[config.mk]
export PLATFORM = sky130hd
export DESIGN_NAME = prog_loader
export DESIGN_NICKNAME = d
export VERILOG_FILES = /design/src/rtl/prog_loader.sv
export SDC_FILE = /design/constraint.sdc
export NUM_CORES = 1
export LEC_CHECK = 0
export ABC_AREA = 1
export ABC_CLOCK_PERIOD_IN_PS = 4920
export CAP_MARGIN = 0
export CORE_UTILIZATION = 35
export CTS_CLUSTER_SIZE = 10
export DETAILED_ROUTE_END_ITERATION = 16
export PLACE_DENSITY_LB_ADDON = 0.08
export SYNTH_ARGS = -nofsm -noshare
export SYNTH_HDL_FRONTEND = slang
export SYNTH_SLANG_ARGS = --single-unit
[constraint.sdc]
create_clock -name clk -period 4.92 [get_ports clk]
set_input_delay 0.984 -clock clk [delete_from_list [all_inputs] [get_ports clk]]
set_output_delay 0.984 -clock clk [all_outputs]
set_load 0.02 [all_outputs]
[src/rtl/prog_loader.sv]
// prog_loader: boot-time loader that writes a framed byte stream into the
// processor memory from address 0 and holds the core in reset until the
// frame is complete. Frame: length byte N, N payload bytes, then a checksum
// byte when LOADER_CHECKSUM_EN is defined. All outputs are registered.
module prog_loader #(
    parameter int unsigned ADDR_W = 4,
    parameter int unsigned DEPTH  = 16
) (
    input  logic              clk,
    input  logic              reset,
    input  logic              in_valid,
    input  logic [7:0]        in_data,
    input  logic              in_last,
    output logic              in_ready,
    output logic              mem_we,
    output logic [ADDR_W-1:0] mem_addr,
    output logic [7:0]        mem_wdata,
    output logic              core_reset,
    output logic              done,
    output logic              error,
    output logic [ADDR_W:0]   bytes_loaded
);

    localparam int unsigned CNT_W = ADDR_W + 1;

    typedef enum logic [2:0] {
        S_LEN  = 3'd0,
        S_DATA = 3'd1,
`ifdef LOADER_CHECKSUM_EN
        S_SUM  = 3'd2,
`endif
        S_RUN  = 3'd3,
        S_ERR  = 3'd4
    } state_t;

    state_t              state_q, state_d;
    logic [CNT_W-1:0]    len_q, len_d;
    logic [CNT_W-1:0]    cnt_q, cnt_d;
    logic [CNT_W-1:0]    bytes_q, bytes_d;
    logic                in_ready_q, in_ready_d;
    logic                mem_we_q, mem_we_d;
    logic [ADDR_W-1:0]   mem_addr_q, mem_addr_d;
    logic [7:0]          mem_wdata_q, mem_wdata_d;
    logic                core_reset_q, core_reset_d;
    logic                done_q, done_d;
    logic                error_q, error_d;
`ifdef LOADER_CHECKSUM_EN
    logic [7:0]          sum_q, sum_d;
`endif

    logic accept;
    logic last_payload;
    logic do_write;
    logic to_run;
    logic to_err;

    assign accept       = in_valid & in_ready_q;
    assign last_payload = (cnt_q + CNT_W'(1)) == len_q;

    // Next-state and next-output logic for the frame parser.
    always_comb begin
        state_d      = state_q;
        len_d        = len_q;
        cnt_d        = cnt_q;
        bytes_d      = bytes_q + CNT_W'(mem_we_q);
        in_ready_d   = in_ready_q;
        mem_we_d     = 1'b0;
        mem_addr_d   = mem_addr_q;
        mem_wdata_d  = mem_wdata_q;
        core_reset_d = core_reset_q;
        done_d       = done_q;
        error_d      = error_q;
`ifdef LOADER_CHECKSUM_EN
        sum_d        = sum_q;
`endif
        do_write     = 1'b0;
        to_run       = 1'b0;
        to_err       = 1'b0;

        case (state_q)
            S_LEN: begin
                in_ready_d = 1'b1;
                if (accept) begin
                    if (in_data == 8'd0 || 32'(in_data) > DEPTH || in_last) begin
                        to_err = 1'b1;
                    end else begin
                        len_d   = CNT_W'(in_data);
                        cnt_d   = '0;
`ifdef LOADER_CHECKSUM_EN
                        sum_d   = 8'd0;
`endif
                        state_d = S_DATA;
                    end
                end
            end
            S_DATA: begin
                if (accept) begin
                    if (!last_payload) begin
                        // An early end-of-frame is rejected before it is written.
                        if (in_last) to_err = 1'b1;
                        else         do_write = 1'b1;
                    end else begin
`ifdef LOADER_CHECKSUM_EN
                        if (in_last) begin
                            to_err = 1'b1;
                        end else begin
                            do_write = 1'b1;
                            state_d  = S_SUM;
                        end
`else
                        if (in_last) begin
                            do_write = 1'b1;
                            to_run   = 1'b1;
                        end else begin
                            to_err = 1'b1;
                        end
`endif
                    end
                end
            end
`ifdef LOADER_CHECKSUM_EN
            S_SUM: begin
                if (accept) begin
                    if (in_last && (sum_q + in_data) == 8'd0) to_run = 1'b1;
                    else                                      to_err = 1'b1;
                end
            end
`endif
            S_RUN: begin
                // Entered one edge after the final accept, so the last write
                // has landed before the core is released.
                in_ready_d   = 1'b0;
                done_d       = 1'b1;
                core_reset_d = 1'b0;
            end
            S_ERR: begin
                in_ready_d   = 1'b0;
                error_d      = 1'b1;
                core_reset_d = 1'b1;
            end
            default: begin
                to_err = 1'b1;
            end
        endcase

        if (do_write) begin
            mem_we_d    = 1'b1;
            mem_addr_d  = ADDR_W'(cnt_q);
            mem_wdata_d = in_data;
            cnt_d       = cnt_q + CNT_W'(1);
`ifdef LOADER_CHECKSUM_EN
            sum_d       = sum_q + in_data;
`endif
        end
        if (to_run) begin
            state_d    = S_RUN;
            in_ready_d = 1'b0;
        end
        if (to_err) begin
            state_d    = S_ERR;
            in_ready_d = 1'b0;
            error_d    = 1'b1;
        end
    end

    // State and output registers with synchronous active-low reset.
    always_ff @(posedge clk) begin
        if (!reset) begin
            state_q      <= S_LEN;
            len_q        <= '0;
            cnt_q        <= '0;
            bytes_q      <= '0;
            in_ready_q   <= 1'b0;
            mem_we_q     <= 1'b0;
            mem_addr_q   <= '0;
            mem_wdata_q  <= 8'd0;
            core_reset_q <= 1'b1;
            done_q       <= 1'b0;
            error_q      <= 1'b0;
`ifdef LOADER_CHECKSUM_EN
            sum_q        <= 8'd0;
`endif
        end else begin
            state_q      <= state_d;
            len_q        <= len_d;
            cnt_q        <= cnt_d;
            bytes_q      <= bytes_d;
            in_ready_q   <= in_ready_d;
            mem_we_q     <= mem_we_d;
            mem_addr_q   <= mem_addr_d;
            mem_wdata_q  <= mem_wdata_d;
            core_reset_q <= core_reset_d;
            done_q       <= done_d;
            error_q      <= error_d;
`ifdef LOADER_CHECKSUM_EN
            sum_q        <= sum_d;
`endif
        end
    end

    assign in_ready     = in_ready_q;
    assign mem_we       = mem_we_q;
    assign mem_addr     = mem_addr_q;
    assign mem_wdata    = mem_wdata_q;
    assign core_reset   = core_reset_q;
    assign done         = done_q;
    assign error        = error_q;
    assign bytes_loaded = bytes_q;

endmodule

# --- After elaboration in Yosys (flattened, before gate mapping) ---
# Index checks and enable logic that the tools add are counted.
op_classes:
  n_mux: 27
  bitwise: 3
  magnitude_cmp: 1
  eq_ne: 7
  n_reduce_logical: 20
  n_addsub: 2
op_table:
  columns: ["operator", "count"]
  rows:
  - ["5-bit 2-to-1 mux", 4]
  - ["1-bit 2-to-1 mux", 15]
  - ["3-bit 2-to-1 mux", 5]
  - ["2-bit nonzero test", 7]
  - ["3-bit AND reduction", 4]
  - ["8-bit by 5-bit greater-than comparator with 1-bit output, second input constant", 1]
  - ["8-bit logical NOT", 1]
  - ["3-bit nonzero test", 2]
  - ["5-bit by 1-bit adder with 5-bit output", 1]
  - ["5-bit by 1-bit adder with 5-bit output, second input constant", 1]
  - ["5-bit equality test", 1]
  - ["2-bit inequality test, second input constant", 2]
  - ["1-bit one-hot mux with 2 select lines", 2]
  - ["2-bit OR reduction", 2]
  - ["3-bit by 1-bit equality test with 1-bit output, second input constant", 1]
  - ["3-bit by 2-bit equality test with 1-bit output, second input constant", 1]
  - ["3-bit equality test, second input constant", 1]
  - ["3-bit logical NOT", 1]
  - ["3-bit inequality test, second input constant", 1]
  - ["1-bit one-hot mux with 3 select lines", 1]
  - ["3-bit OR reduction", 1]
  - ["1-bit logical OR", 2]
  - ["1-bit NOT", 2]
  - ["1-bit bitwise AND", 1]
word_totals:
  output_inout_bits: 22
  register_bits: 35
  wordCells: 72
  in_bits: 12

# --- Logic depth before layout (Yosys ltp) ---
# Gate-level depths: netlist of run 1.
logic_depth:
  depth_word: 8
  depth_mapped: 15
  ltp_nobuf: 15

# --- Worst setup path before layout of run 1 ---
# No wires, ideal clock.
synth_timing:
  path_kind: "register to register"
  from: "reg cnt_q[0]"
  to: "reg cnt_q[2]"
  path_stages_with_launch: 14
  required_ps: 4798
  setup_slack_ps: 2876
  setup_ps: 122
  period_less_slack_ps: 2044
  path_buffers: 1
  t_arrival_ps: 1923
  cell_sequence: "dfxtp_1 > ha_1 > nand3_1 > xnor2_1 > xor2_1 > nor2_1 > ha_1 > inv_1 > nand2_4 > nor2_8 > inv_2 > buf_6 > nand3_1 > a21oi_1"
synth_via:
  elab_chain_len: 7
  elab_cells_between_ends: 10
  cone_classes: "add/sub (1); eq/ne (2); mux (4); reduce/logical (3)"
synth_rtl:
  columns: ["element", "line_no", "text"]
  rows:
  - ["start, declared", "38", "logic [CNT_W-1:0] cnt_q, cnt_d;"]
  - ["start signal, assigned", "186", "cnt_q <= cnt_d;"]
  - ["5-bit by 1-bit adder with 5-bit output (*)", "58, 150", null]
  - ["5-bit equality test", "58", "assign last_payload = (cnt_q + CNT_W'(1)) == len_q;"]
  - ["1-bit 2-to-1 mux", "98", "if (!last_payload) begin"]
  - ["1-bit 2-to-1 mux", "97", "if (accept) begin"]
  - ["1-bit 2-to-1 mux", "80", "case (state_q)"]
  - ["2-bit inequality test (no source line) / 2-bit nonzero test (equally long branches)", null, null]
  - ["3-bit AND reduction (no source line)", null, null]
# Mark *: on every way between the ends. The rest lies on a longest branch, timed or not.
# A chain may end at the register's enable or synchronous reset.

# --- Final worst setup path of run 1 ---
layout_timing:
  from: "reg cnt_q[0]"
  to: "reg cnt_q[1]"
# The elaborated chain is that of the path after synthesis.

==> flow_summary_export.csv, run 1 <==
group,metric,value,unit
grt,track_usage,0.139,
worst_setup_path,start_kind,"register",
worst_hold_path,hold_class,"register to register",
floorplan,fp.dieH,69.6,µm
placement,hpwl,2230,µm
cts,post_cts_resized,0,
cts,postCtsSetupRepairBufs,0,
yosys,yosys.area_share.simple,0.270,
placement,preCtsSetupSlack,2200,ps
yosys,synth-edff-count,0,
timing,worst_slew_pin_slew,363,ps
yosys,yosys_register_bits,35,
timing,fmax,0.404,GHz
grt,grt_pass1_vias,1249,
run_status,status,"completed",
grt,grt_antenna_before_repair,0,
placement,gp_congestion,0.809,
timing,min_period,2480,ps
grt,grt_max_degree,25,
yosys,synth_fp_nets,220,
floorplan,die_width,69.6,µm
run,maxCapViolations,0,
cts,cts_tree,"built",
cells_and_area,nets,255,
yosys,ys_seq_area_frac,0.438,
floorplan,fp-row-count,24,
power_and_ir_drop,leakage,0.938,nW
routing,drtAntennaViolNets,0,
cells_and_area,layout-drive-gt1-share,0.0917,
cells_and_area,seq_area,701,µm²
yosys,synth_mux_area_frac,0,
grt,grt_pass1_wl,5380,µm
routing,vias_per_cell,4.65,
yosys,syn_inst,204,
cts,h-tree-depth,2,
timing,skew,7.23,ps
floorplan,pin_count,34,
worst_setup_path,worstSetupPathType,"register to register",
yosys,async_flop_share,0,
cts,cts_hold_buf,0,
timing,hold_viol,0,
routing,initialDrtViolationCount,40,
worst_setup_path,crit_fanout,24,
routing,dr.pass1.iters,4,
floorplan,core-area,4380,µm²
cells_and_area,layout_commonest_cell,"dfxtp_1",
cells_and_area,layout_common_cells,"dfxtp_1 (35), clkdlybuf4s50_1 (33), nor2_1 (31)",
timing,drv_slew,0,
cts,insertion_delay,290,ps
routing,remaining_drc_errors,0,
timing,grt_setup_unrepaired,"no",
placement,port_buffers,33,
worst_setup_path,required,5140,ps
cells_and_area,final_cells,292,
routing,num_vias,1357,
yosys,synth_compound_area_frac,0.102,
cells_and_area,multi_input_area,724,µm²
cts,cts_sinks,35,
grt,grt_overflow_total,0,
cells_and_area,n_antenna_cell,0,
worst_setup_path,cp-end-kind,"register",
yosys,synth-adder-area-share,0.0313,
yosys,synth-xor-area-share,0.0493,
cells_and_area,final_util,0.460,
cts,root_buffer,"clkbuf_8",
yosys,ys.flop_type,"dfxtp_1",
cells_and_area,fillers,462,
cts,clockBufferDepth,2,
cells_and_area,syn_to_final_growth,26.1,%
yosys,yosys_warnings,0,
timing,setup_viol,0,
timing,finalCritPeriodShare,0.504,
power_and_ir_drop,p_per_area,282,nW/µm²
yosys,yosysUniqueCellTypes,27,
routing,wl_per_cell,10.7,µm
placement,place_inst,284,
yosys,netlist_area,1600,µm²
cts,cts_buffers,5,
power_and_ir_drop,ir_worst_vdd,0.122,mV
worst_setup_path,arrival,2700,ps
floorplan,dieArea,4850,µm²
yosys,synth_top_family_by_area,"simple AND/OR/NAND/NOR gates",
yosys,syn_area_per_cell,7.84,µm²
timing,slew_headroom,0.758,
routing,wl,3140,µm
floorplan,start_util,0.365,
timing,postLayoutSetupSlackWorst,2440,ps
timing,fin_setup_tns,0,ps
cts,clkTransAtPathRegs,70,ps
==> sequential cells by signal (all words and copies together) (netlist names) <==
name / count
state_q: 3
error: 1
in_ready: 1
cnt_q: 5
mem_wdata: 8
done: 1
mem_addr: 4
core_reset: 1
bytes_loaded: 5
len_q: 5
mem_we: 1
==> critical path, stage by stage, from the launching register on <==
cell     delay (ps)
dfxtp_1         400
ha_1            210
nand3_1         110
xnor2_1         270
xor2_1          170
nor2_1           70
ha_1            260
inv_1            90
nand2_4          70
nor2_8          300
inv_2           180
nor2_2          130
nand2_1          70
o21ai_1          60
==> cell type report <==
cell class,instances,share of cell area
well taps,52,0.0322
clock buffers,7,0.0378
flip-flops and latches,35,0.347
repair buffers,34,0.167
inverters,29,0.0539
clock inverters,1,0.00248
multi-input cells,134,0.359
==> synthesized netlist by cell type, types with 2 or more instances <==
cell type   n  area share
a21oi_1    11       0.034
a21oi_2     3       0.016
a31oi_1     2      0.0078
buf_6       3       0.021
dfxtp_1    35        0.44
ha_1        4       0.031
inv_1      26       0.061
inv_2       2      0.0047
nand2_1    30       0.070
nand2_2     4       0.016
nand3_1    18       0.056
nor2_1     31       0.073
nor2_2      2      0.0078
o21ai_0     6       0.019
o21ai_1     8       0.025
xnor2_1     2       0.011
xor2_1      7       0.038
==> kinds of logic (layout without fill, tap and decap cells) <==
| family | after synthesis | in the layout |
|---|---|---|
| AOI/OAI and AO/OA | 30 | 30 |
| xor gates and xnor gates | 9 | 9 |
| adders and majority gates | 4 | 4 |
| buffers and inverters | 35 | 71 |
| DFF | 35 | 35 |
| and+or+nand+nor | 91 | 91 |
==> power breakdown <==
group / internal [mW] / switching [mW]
Sequential: 0.290 / 0.00630
Clock: 0.0993 / 0.101
Combinational: 0.0317 / 0.0403
==> through the flow <==
stage	hold WS [ps]	instance area (µm²)	total power, mW
detailed placement	447	1940	0.376
finish	451	2020	0.569
CTS	457	2020	0.576
floorplan	469	1600	0.349
global placement	439	1940	0.376
global route	475	2020	0.593
==> routing by layer <==
layer / track usage / vias to the layer above / routed length (µm)
met5: 0 / - / 0
met4: 0.0733 / 0 / 55
met3: 0.0363 / 6 / 148
met2: 0.223 / 28 / 1410
met1: 0.172 / 609 / 1520
li1: - / 714 / -
==> worst paths after layout <==
kind,start,to,slack (ps),depth (start not counted)
worst max register to register,cnt_q[0],cnt_q[1],2440,13
worst max-delay path,cnt_q[0],cnt_q[1],2440,13
worst min register to register,done,done,450,2
worst min-delay path,done,done,450,2
Power figures use the tool's default switching activity.
==> run 2: changes to the inputs <==
Settings changed: ABC_CLOCK_PERIOD_IN_PS 4920 to 2050.
Clock period 4.92 ns to 2.05 ns, I/O delays scaled along.
==> run 2 against run 1 <==
Combinational power rose by 150%. Sequential share of layout area fell by 2.9 points. Critical endpoint is now cnt_q[3]. Sequential cell count unchanged. Register-to-register slack worse by 2400 ps. Via count is 2.6% higher. Sequential power rose by 140%. Core utilization up 4.7 points. Cell count grew 4.5%. Fmax increased by 26%.
==> flow_summary_export.csv, run 2 (synthesis results as in run 1) <==
group,metric,value,unit
cells_and_area,layout_common_cells,"clkdlybuf4s50_1 (33), dfxtp_1 (31), nand2_1 (30)",
timing,hold_viol,0,
grt,track_usage,0.148,
run_status,status,"completed",
grt,grt_pass1_wl,5710,µm
cells_and_area,n_antenna_cell,0,
placement,gp_congestion,0.816,
worst_setup_path,slowest_delay,360,ps
grt,grt_pass1_vias,1300,
worst_setup_path,r2r_setup_slack,80,ps
placement,place_inst,295,
worst_setup_path,path_cells,"ha_4 -> xor2_2 -> xor2_1 -> nor2_1 -> nand2_1 -> nor2_1 -> ha_1 -> inv_2 -> nand2_4 -> nor2_8 -> buf_6 -> nand2_2 -> a21oi_1",
cells_and_area,layout_commonest_cell,"clkdlybuf4s50_1",
timing,postLayoutSetupSlackWorst,76.5,ps
worst_hold_path,hold_class,"register to register",
grt,grt_antenna_before_repair,0,
routing,remaining_drc_errors,0,
cells_and_area,syn_to_final_growth,38.9,%
floorplan,pin_count,34,
floorplan,dieArea,4850,µm²
cts,clockBufferDepth,2,
timing,grt_setup_unrepaired,"yes",
grt,grt_overflow_total,0,
cts,insertion_delay,290,ps
run,maxCapViolations,0,
timing,min_period,1970,ps
power_and_ir_drop,ir_worst_vdd,0.480,mV
worst_setup_path,path_common_cell,"nor2_1",
timing,setup_viol,0,
placement,port_buffers,33,
cts,root_buffer,"clkbuf_8",
worst_setup_path,arrival,2180,ps
floorplan,fp-row-count,24,
routing,drtAntennaViolNets,0,
cts,clkTransAtPathRegs,70,ps
cells_and_area,largest_reg_flops,8,
timing,finalCritPeriodShare,0.963,
routing,num_vias,1392,
cells_and_area,fillers,438,
cells_and_area,layout-drive-gt1-share,0.190,
timing,drv_slew,0,
cells_and_area,nets,268,
floorplan,core-area,4380,µm²
timing,skew,6.36,ps
cts,h-tree-depth,2,
cells_and_area,final_cells,305,
routing,wl_per_cell,10.9,µm
cts,cts_sinks,35,
cts,cts_hold_buf,0,
worst_setup_path,start_kind,"register",
floorplan,start_util,0.365,
worst_setup_path,cp_slowest_cell,"dfxtp_4",
worst_setup_path,worstSetupPathType,"register to register",
worst_setup_path,crit_fanout,5,
floorplan,fp.dieH,69.6,µm
timing,fmax,0.507,GHz
routing,dr.pass1.iters,4,
floorplan,die_width,69.6,µm
cts,cts_buffers,5,
worst_setup_path,required,2250,ps
power_and_ir_drop,leakage,1.03,nW
routing,vias_per_cell,4.56,
placement,preCtsSetupSlack,-27.4,ps
placement,hpwl,2390,µm
worst_setup_path,cp-end-kind,"register",
power_and_ir_drop,p_per_area,648,nW/µm²
routing,initialDrtViolationCount,34,
cts,cts_tree,"built",
grt,grt_max_degree,24,
routing,wl,3340,µm
timing,slew_headroom,0.765,
timing,worst_slew_pin_slew,351,ps
==> run 2: worst paths after layout <==
path,cells past startpoint,endpoint,startpoint
worst max-delay path,13,cnt_q[3],cnt_q[1]
worst min register to register,2,done,done
worst min-delay path,2,done,done
worst max register to register,13,cnt_q[3],cnt_q[1]
==> run 2: metal layers <==
metal	vias to the layer above	global-route usage	wire length [µm]
met5	-	0	0
met4	0	0.0600	53
met3	7	0.0436	134
met2	28	0.237	1500
met1	621	0.187	1650
li1	736	-	-
==> run 2: final cells by class <==
cell class              instances  area (µm²)  area share
repair buffers                 47         450       0.203
multi-input cells             134         788       0.355
inverters                      29         111      0.0501
flip-flops and latches         35         708       0.319
well taps                      52        65.1      0.0293
clock buffers                   8         100      0.0450
==> run 2: worst max-delay path, delay by kind of cell, from the launching register on <==
kind,cells,cell delay [ps]
xor gates and xnor gates,2,290
AOI/OAI and AO/OA,1,140
adders and majority gates,2,410
and+or+nand+nor,6,480
buffers and inverters,2,210
DFF,1,360
==> run 2: timing repair <==
item | in CTS | in global routing
hold endpoints to repair | 0 | 0
pin swaps | 2 | 8
setup endpoints to repair | 20 | 23
gates resized for setup | 14 | 9
cloned | 0 | 0
setup buffers | 0 | 2
==> run 2: where the power goes <==
group	total, mW	switching [mW]	internal, mW
logic	0.179	0.0986	0.0800
registers	0.711	0.0149	0.696
clock network	0.550	0.244	0.307
==> run 2: metrics by stage <==
step	TNS, ps	power (mW)	hold slack [ps]	cell area, µm²	util
2_1_floorplan	0	0.838	469	1600	-
3_3_place_gp	0	0.909	442	2020	0.461
3_5_place_dp	-159	0.907	442	2020	0.461
4_1_cts	0	1.46	453	2170	0.495
5_1_grt	-1140	1.50	480	2220	0.507
6_report	0	1.44	447	2220	0.507
